===== config.mk =====
export PLATFORM = sky130hd
export DESIGN_NAME = hram_arb
export DESIGN_NICKNAME = d
export VERILOG_FILES = /design/src/rtl/hram_arb_pkg.sv /design/src/rtl/hram_arb_rr.sv /design/src/rtl/hram_arb.sv
export SDC_FILE = /design/constraint.sdc
export NUM_CORES = 1
export LEC_CHECK = 0
export ABC_AREA = 1
export BUFFER_PORTS_ARGS = -buffer_cell sky130_fd_sc_hd__buf_2
export CAP_MARGIN = 10
export CORE_AREA = 2 2 119 121
export CTS_CLUSTER_DIAMETER = 50
export DETAILED_ROUTE_END_ITERATION = 7
export DIE_AREA = 0 0 121 123
export PLACE_DENSITY_LB_ADDON = 0.05
export SETUP_SLACK_MARGIN = 0.02
export SYNTH_ARGS = -nofsm -noshare
export SYNTH_HDL_FRONTEND = slang
export SYNTH_SLANG_ARGS = --single-unit

===== constraint.sdc =====
create_clock -name clk -period 4.71 [get_ports clk]
set_input_delay 1.1775 -clock clk [delete_from_list [all_inputs] [get_ports clk]]
set_output_delay 1.1775 -clock clk [all_outputs]
set_load 0.01 [all_outputs]

===== src/rtl/hram_arb_pkg.sv =====
// Shared constants for the two-port HyperRAM/PSRAM arbiter.
package hram_arb_pkg;

  // Arbiter FSM encoding
  localparam logic [1:0] ST_IDLE     = 2'd0;
  localparam logic [1:0] ST_ISSUE    = 2'd1;
  localparam logic [1:0] ST_WAIT_RDY = 2'd2;
  localparam logic [1:0] ST_RELEASE  = 2'd3;

  // Default abort limit (cycles in WAIT_RDY) and data returned on abort
  localparam int          TIMEOUT_DEF  = 1023;
  localparam logic [31:0] ERR_DATA_DEF = 32'hFFFF_FFFF;

  // Width of the WAIT_RDY cycle counter
  localparam int CNT_W = 10;

  // Port indices into one-hot grant vectors; port 0 is the CPU, port 1 DMA/video
  localparam int PORT0 = 0;
  localparam int PORT1 = 1;

endpackage


===== src/rtl/hram_arb_rr.sv =====
// Two-way round-robin pick: on a tie the port that was not served last wins.
module hram_arb_rr
  import hram_arb_pkg::*;
(
  input  logic [1:0] valid,
  input  logic       last,
  output logic [1:0] winner
);

  // last=1 means port 1 was served last, so port 0 takes a tie
  always_comb begin
    winner = valid;
    if (valid[PORT0] && valid[PORT1]) begin
      winner = last ? 2'b01 : 2'b10;
    end
  end

endmodule


===== src/rtl/hram_arb.sv =====
// Two-port arbiter in front of a PSRAM controller. One access in flight at a
// time; request fields are captured at grant so the controller sees a stable
// request regardless of what the requester does afterwards.
module hram_arb
  import hram_arb_pkg::*;
#(
  parameter int          TIMEOUT  = TIMEOUT_DEF,
  parameter logic [31:0] ERR_DATA = ERR_DATA_DEF
)
(
  input  logic        clk,
  input  logic        resetn,
  input  logic        p0_valid,
  input  logic [31:0] p0_addr,
  input  logic [31:0] p0_wdata,
  input  logic [3:0]  p0_wstrb,
  output logic [31:0] p0_rdata,
  output logic        p0_ready,
  input  logic        p1_valid,
  input  logic [31:0] p1_addr,
  input  logic [31:0] p1_wdata,
  input  logic [3:0]  p1_wstrb,
  output logic [31:0] p1_rdata,
  output logic        p1_ready,
  output logic        mem_valid,
  output logic [31:0] mem_addr,
  output logic [31:0] mem_wdata,
  output logic [3:0]  mem_wstrb,
  input  logic [31:0] mem_rdata,
  input  logic        mem_ready,
  output logic [1:0]  gnt,
  output logic        timeout_err
);

  localparam logic [CNT_W-1:0] CNT_LAST = CNT_W'(TIMEOUT - 1);

  logic [1:0]       state;
  logic [CNT_W-1:0] wait_cnt;
  logic             last_owner;
  logic [1:0]       winner;

  hram_arb_rr u_rr (
    .valid  ({p1_valid, p0_valid}),
    .last   (last_owner),
    .winner (winner)
  );

  // Main FSM: grant and capture, issue, wait for completion or timeout, then
  // hold off the next grant until the controller has dropped mem_ready
  always_ff @(posedge clk or negedge resetn) begin
    if (!resetn) begin
      state       <= ST_IDLE;
      wait_cnt    <= '0;
      last_owner  <= 1'(PORT1);
      gnt         <= 2'b00;
      mem_valid   <= 1'b0;
      mem_addr    <= '0;
      mem_wdata   <= '0;
      mem_wstrb   <= '0;
      p0_rdata    <= '0;
      p1_rdata    <= '0;
      p0_ready    <= 1'b0;
      p1_ready    <= 1'b0;
      timeout_err <= 1'b0;
    end else begin
      p0_ready <= 1'b0;
      p1_ready <= 1'b0;
      case (state)
        ST_IDLE: begin
          if (!mem_ready && (winner != 2'b00)) begin
            gnt   <= winner;
            state <= ST_ISSUE;
            if (winner[PORT0]) begin
              mem_addr  <= p0_addr;
              mem_wdata <= p0_wdata;
              mem_wstrb <= p0_wstrb;
            end else begin
              mem_addr  <= p1_addr;
              mem_wdata <= p1_wdata;
              mem_wstrb <= p1_wstrb;
            end
          end
        end
        ST_ISSUE: begin
          mem_valid <= 1'b1;
          wait_cnt  <= '0;
          state     <= ST_WAIT_RDY;
        end
        ST_WAIT_RDY: begin
          if (mem_ready || (wait_cnt == CNT_LAST)) begin
            mem_valid <= 1'b0;
            state     <= ST_RELEASE;
            if (!mem_ready) begin
              timeout_err <= 1'b1;
            end
            if (gnt[PORT0]) begin
              p0_rdata   <= mem_ready ? mem_rdata : ERR_DATA;
              p0_ready   <= 1'b1;
              last_owner <= 1'(PORT0);
            end else begin
              p1_rdata   <= mem_ready ? mem_rdata : ERR_DATA;
              p1_ready   <= 1'b1;
              last_owner <= 1'(PORT1);
            end
          end else begin
            wait_cnt <= wait_cnt + 1'b1;
          end
        end
        default: begin
          if (!mem_ready) begin
            gnt   <= 2'b00;
            state <= ST_IDLE;
          end
        end
      endcase
    end
  end

endmodule


==> tab_implementation.tex <==
\begin{tabular}{lr}
\hline
Metric & Value \\
\hline
\multicolumn{2}{l}{\textbf{Status}} \\
Run status & finished clean \\
\multicolumn{2}{l}{\textbf{Cells and area}} \\
Post-synthesis to final-layout area growth & 32.0\% \\
Proportion of layout cells with a drive suffix above 1 & 0.384 \\
Number of diodes & 0 \\
Number of nets in the layout & 1218 \\
Fillers & 1222 \\
\multicolumn{2}{l}{\textbf{Synth}} \\
Cell area after synthesis & 0.00681 mm\^{}2 \\
Synthesis-stage register bit count & 151 \\
Largest cells by area after synthesis & dfrtp\_1 (55\%), o21ai\_0 (13\%), nor2\_1 (6.2\%), nand2\_1 (5.2\%), o21ai\_2 (5.1\%) \\
Distinct cells, synth & 28 \\
Warning count from the yosys run & 0 \\
Area share of the largest cell type after synthesis & 0.551 \\
Post-Synthesis Net Count & 934 \\
Part of the Yosys area used for sequential elements & 0.555 \\
Post-synthesis cell count & 756 \\
Avg Inst Size Synth & 9.01 um\^{}2 \\
Post-synth top area cell & dfrtp\_1 \\
\multicolumn{2}{l}{\textbf{Clocking}} \\
Clock tree buffer depth & 2 \\
Clk Tree Root Cell & clkbuf\_16 \\
Number of gates resized after cts & 0 \\
Number of H-tree levels & 4 \\
Total CTS buffers & 17 \\
Clock tree from TritonCTS & yes \\
Clock Latency Late Sink & 0.41 ns \\
Post-CTS setup repair buffer count & 0 \\
Clock-pin slew reported for the worst setup and hold paths after clock tree synthesis & 0.06 ns \\
Sinks on Clock Net & 151 \\
Hold bufs inserted after CTS & 0 \\
\multicolumn{2}{l}{\textbf{Floorplan}} \\
Standard-cell rows & 43 \\
Boundary pin count & 311 \\
Chip Height & 123 um \\
Full die area & 0.0149 mm\^{}2 \\
Die extent in x & 121 um \\
Core Footprint & 0.0136 mm\^{}2 \\
Starting Density & 0.500 \\
\multicolumn{2}{l}{\textbf{STA}} \\
Fraction of the cycle the final worst path needs & 0.551 \\
Final hold violations & 0 \\
Final setup violation count & 0 \\
Actual slew at the worst max-slew pin & 1.11 ns \\
Post-Route Setup TNS & 0 ns \\
Max-slew headroom at the worst pin & 0.263 \\
Min Tclk post-route & 2.59 ns \\
Clock skew & 0.00881 ns \\
Setup repair after global routing missed its margin & no \\
Number of slew-limit violations in the final report & 0 \\
Maximum clock frequency & 386 MHz \\
\multicolumn{2}{l}{\textbf{Worst setup path}} \\
Startpoint of the most critical register-to-register path & state[0] \\
Required time at the worst-slack endpoint & 5.01 ns \\
Slowest cell on the critical path & nand3\_2 \\
Delay of the slowest cell on the worst path & 0.55 ns \\
Critical path startpoint & mem\_ready \\
CP Buf/Inv Count & 4 \\
Arrival time reported for the critical path endpoint & 2.89 ns \\
Peak fanout along the critical path & 37 \\
Kind of end point of the critical path & register \\
Start-to-end type of the worst setup path & in2reg \\
Kind of start point of the critical path & input port \\
Cell occurring most often along the worst timing path & buf\_4 \\
Crit path max-delay family & buffers and inverters \\
Cell-by-cell listing of the critical path & buf\_2, inv\_2, buf\_4, nand2\_4, nand3\_2, buf\_4, nand2\_1, o21ai\_2 \\
\multicolumn{2}{l}{\textbf{Pwr}} \\
Leakage component of the power & 4.56 nW \\
Reg power frac & 0.378 \\
Maximum VDD drop & 0.301 mV \\
Power share of the clock group & 0.251 \\
Total net switching power & 2.12 mW \\
Power density of the placed cells & 641 mW/mm\^{}2 \\
Relative contribution of combinational cells to total power & 0.371 \\
Cell internal pwr & 3.64 mW \\
Total Power Consumption & 5.76 mW \\
Switch share & 0.368 \\
\multicolumn{2}{l}{\textbf{Hold path}} \\
HP Start & p1\_rdata[14] \\
HP Class & reg2reg \\
\multicolumn{2}{l}{\textbf{Place}} \\
HPWL after DPL & 13400 um \\
Total of buffers placed on input and output ports & 310 \\
Final weighted congestion of routability-driven global placement & 0.831 \\
\multicolumn{2}{l}{\textbf{Routing}} \\
Routed len/inst & 15.9 um \\
Number of violations reported at the end of detailed-routing iteration 0 & 488 \\
First-pass detailed-route iteration total & 4 \\
DRC Markers & 0 \\
Total via count in the routed design & 6403 \\
Routed Antenna Nets & 0 \\
Post-DR vias/cell & 5.19 \\
Wirelength, routed & 19600 um \\
\multicolumn{2}{l}{\textbf{GRT}} \\
Number of antenna violations at the first check in global routing & 0 \\
Vias in the first global route & 5980 \\
Total track usage & 0.263 \\
Global-route congestion overflow total & 0 \\
Wire length of the first global-routing pass & 30700 um \\
Maximum number of pins on one net before global-route repair & 105 \\
\multicolumn{2}{l}{\textbf{Job}} \\
Total of max-cap violations & 0 \\
\hline
\end{tabular}
[per-layer routing]
metal,global-route usage,share of wire,wire length (um)
met1,0.344,0.42,8120
met2,0.414,0.48,9300
met3,0.0849,0.088,1720
met4,0.0930,0.022,425
met5,0,0,0
[stage by stage]
step / util / hold slack [ns] / std cells / worst slack, ns / cell area (um^2)
floorplan: - / 0.478 / 756 / 2.65 / 6810
global placement: 0.614 / 0.460 / 1201 / 1.69 / 8350
detailed placement: 0.614 / 0.464 / 1201 / 1.67 / 8350
CTS: 0.660 / 0.479 / 1233 / 2.10 / 8990
global route: 0.660 / 0.500 / 1233 / 1.93 / 8990
finish: 0.660 / 0.475 / 1233 / 2.12 / 8990
[synthesized netlist by cell type]
master    instances
dfrtp_1         150
a21oi_1           4
o21ai_2          40
ha_1              5
or2_2             3
nor2_4            1
buf_2            14
nor2_2            2
and2_1            1
dfstp_2           1
nor3_1            3
nand3_2           2
a31oi_1           1
a31o_2            1
o21ai_1          63
nand3_1          16
nor2_1          112
buf_6            11
nand2_1          94
clkbuf_1         25
o21ai_0         173
nand2_2           1
inv_1            16
nand2_4           1
nand4_1           9
inv_2             3
clkbuf_2          3
buf_8             1
[cell type report]
class                      count  area, um^2  area share
sequential                   151        3780       0.421
multi-input combinational    532        2650       0.295
timing repair buffer         319        1630       0.181
clock buffer                  24         492      0.0547
tap                          180         225      0.0251
clock inverter                 8         143      0.0159
inverter                      19        71.3     0.00794
[tightest hold or removal path, stage by stage, from the launching register on]
cell,delay (ns)
dfrtp_1,0.34
nand2_1,0.06
o21ai_2,0.05
[worst paths after layout]
| kind | endpoint | slack (ns) | cells after the start |
|---|---|---|---|
| worst max-delay path | p0_rdata[13] | 2.12 | 8 |
| worst min-delay path | p1_rdata[14] | 0.48 | 2 |
| worst max register to register | mem_addr[29] | 2.32 | 7 |
| worst min register to register | p1_rdata[14] | 0.48 | 2 |
| max in group asynchronous | mem_addr[18] | 2.91 | 2 |
| min in group asynchronous | p0_rdata[3] | 0.88 | 1 |
[kinds of logic (layout without fill, tap and decap cells)]
kind of cell	after synthesis	after routing	share of synthesized area
compound gates	282	282	0.230
fa+ha+maj	5	5	0.00919
buf+inv	73	370	0.0571
flops	151	151	0.555
simple gates	245	245	0.148
[state kept, by name (all words and copies together), names as in the netlist]
register and cells:
last_owner 1, mem_wdata 32, p1_rdata 32, p0_rdata 32, p0_ready 1, mem_wstrb 4
mem_addr 32, wait_cnt 10, p1_ready 1, state 2, mem_valid 1, timeout_err 1
gnt 2
[power by group through the flow]
| stage | combinational [mW] | sequential, mW | clock, mW |
|---|---|---|---|
| after floorplan | 1.00 | 2.44 | 0 |
| after global placement | 2.13 | 2.18 | 0 |
| after detailed placement | 2.16 | 2.18 | 0 |
| after CTS | 2.16 | 2.17 | 1.48 |
| after global routing | 2.41 | 2.24 | 1.54 |
| final | 2.14 | 2.18 | 1.45 |
[cell usage in the layout, fill, tap and decap left out]
cell type / count
and2_1: 1
nor3_1: 3
bufinv_16: 4
nand4_1: 9
nand3_1: 16
o21ai_2: 39
ha_1: 5
a21oi_1: 4
clkinvlp_4: 1
o21ai_0: 173
o21ai_1: 63
clkbuf_8: 4
nand2_4: 1
clkbuf_1: 3
nor2_1: 112
buf_6: 1
dfrtp_1: 150
nor2_4: 1
a31oi_1: 1
dfstp_2: 1
nand3_2: 2
buf_2: 309
or2_2: 3
a31o_2: 1
inv_1: 16
o21ai_4: 1
nor2_2: 2
clkbuf_16: 17
buf_4: 9
nand2_1: 93
inv_2: 3
clkinv_2: 3
nand2_2: 2
Note: power is estimated with default switching activity, not from simulation.
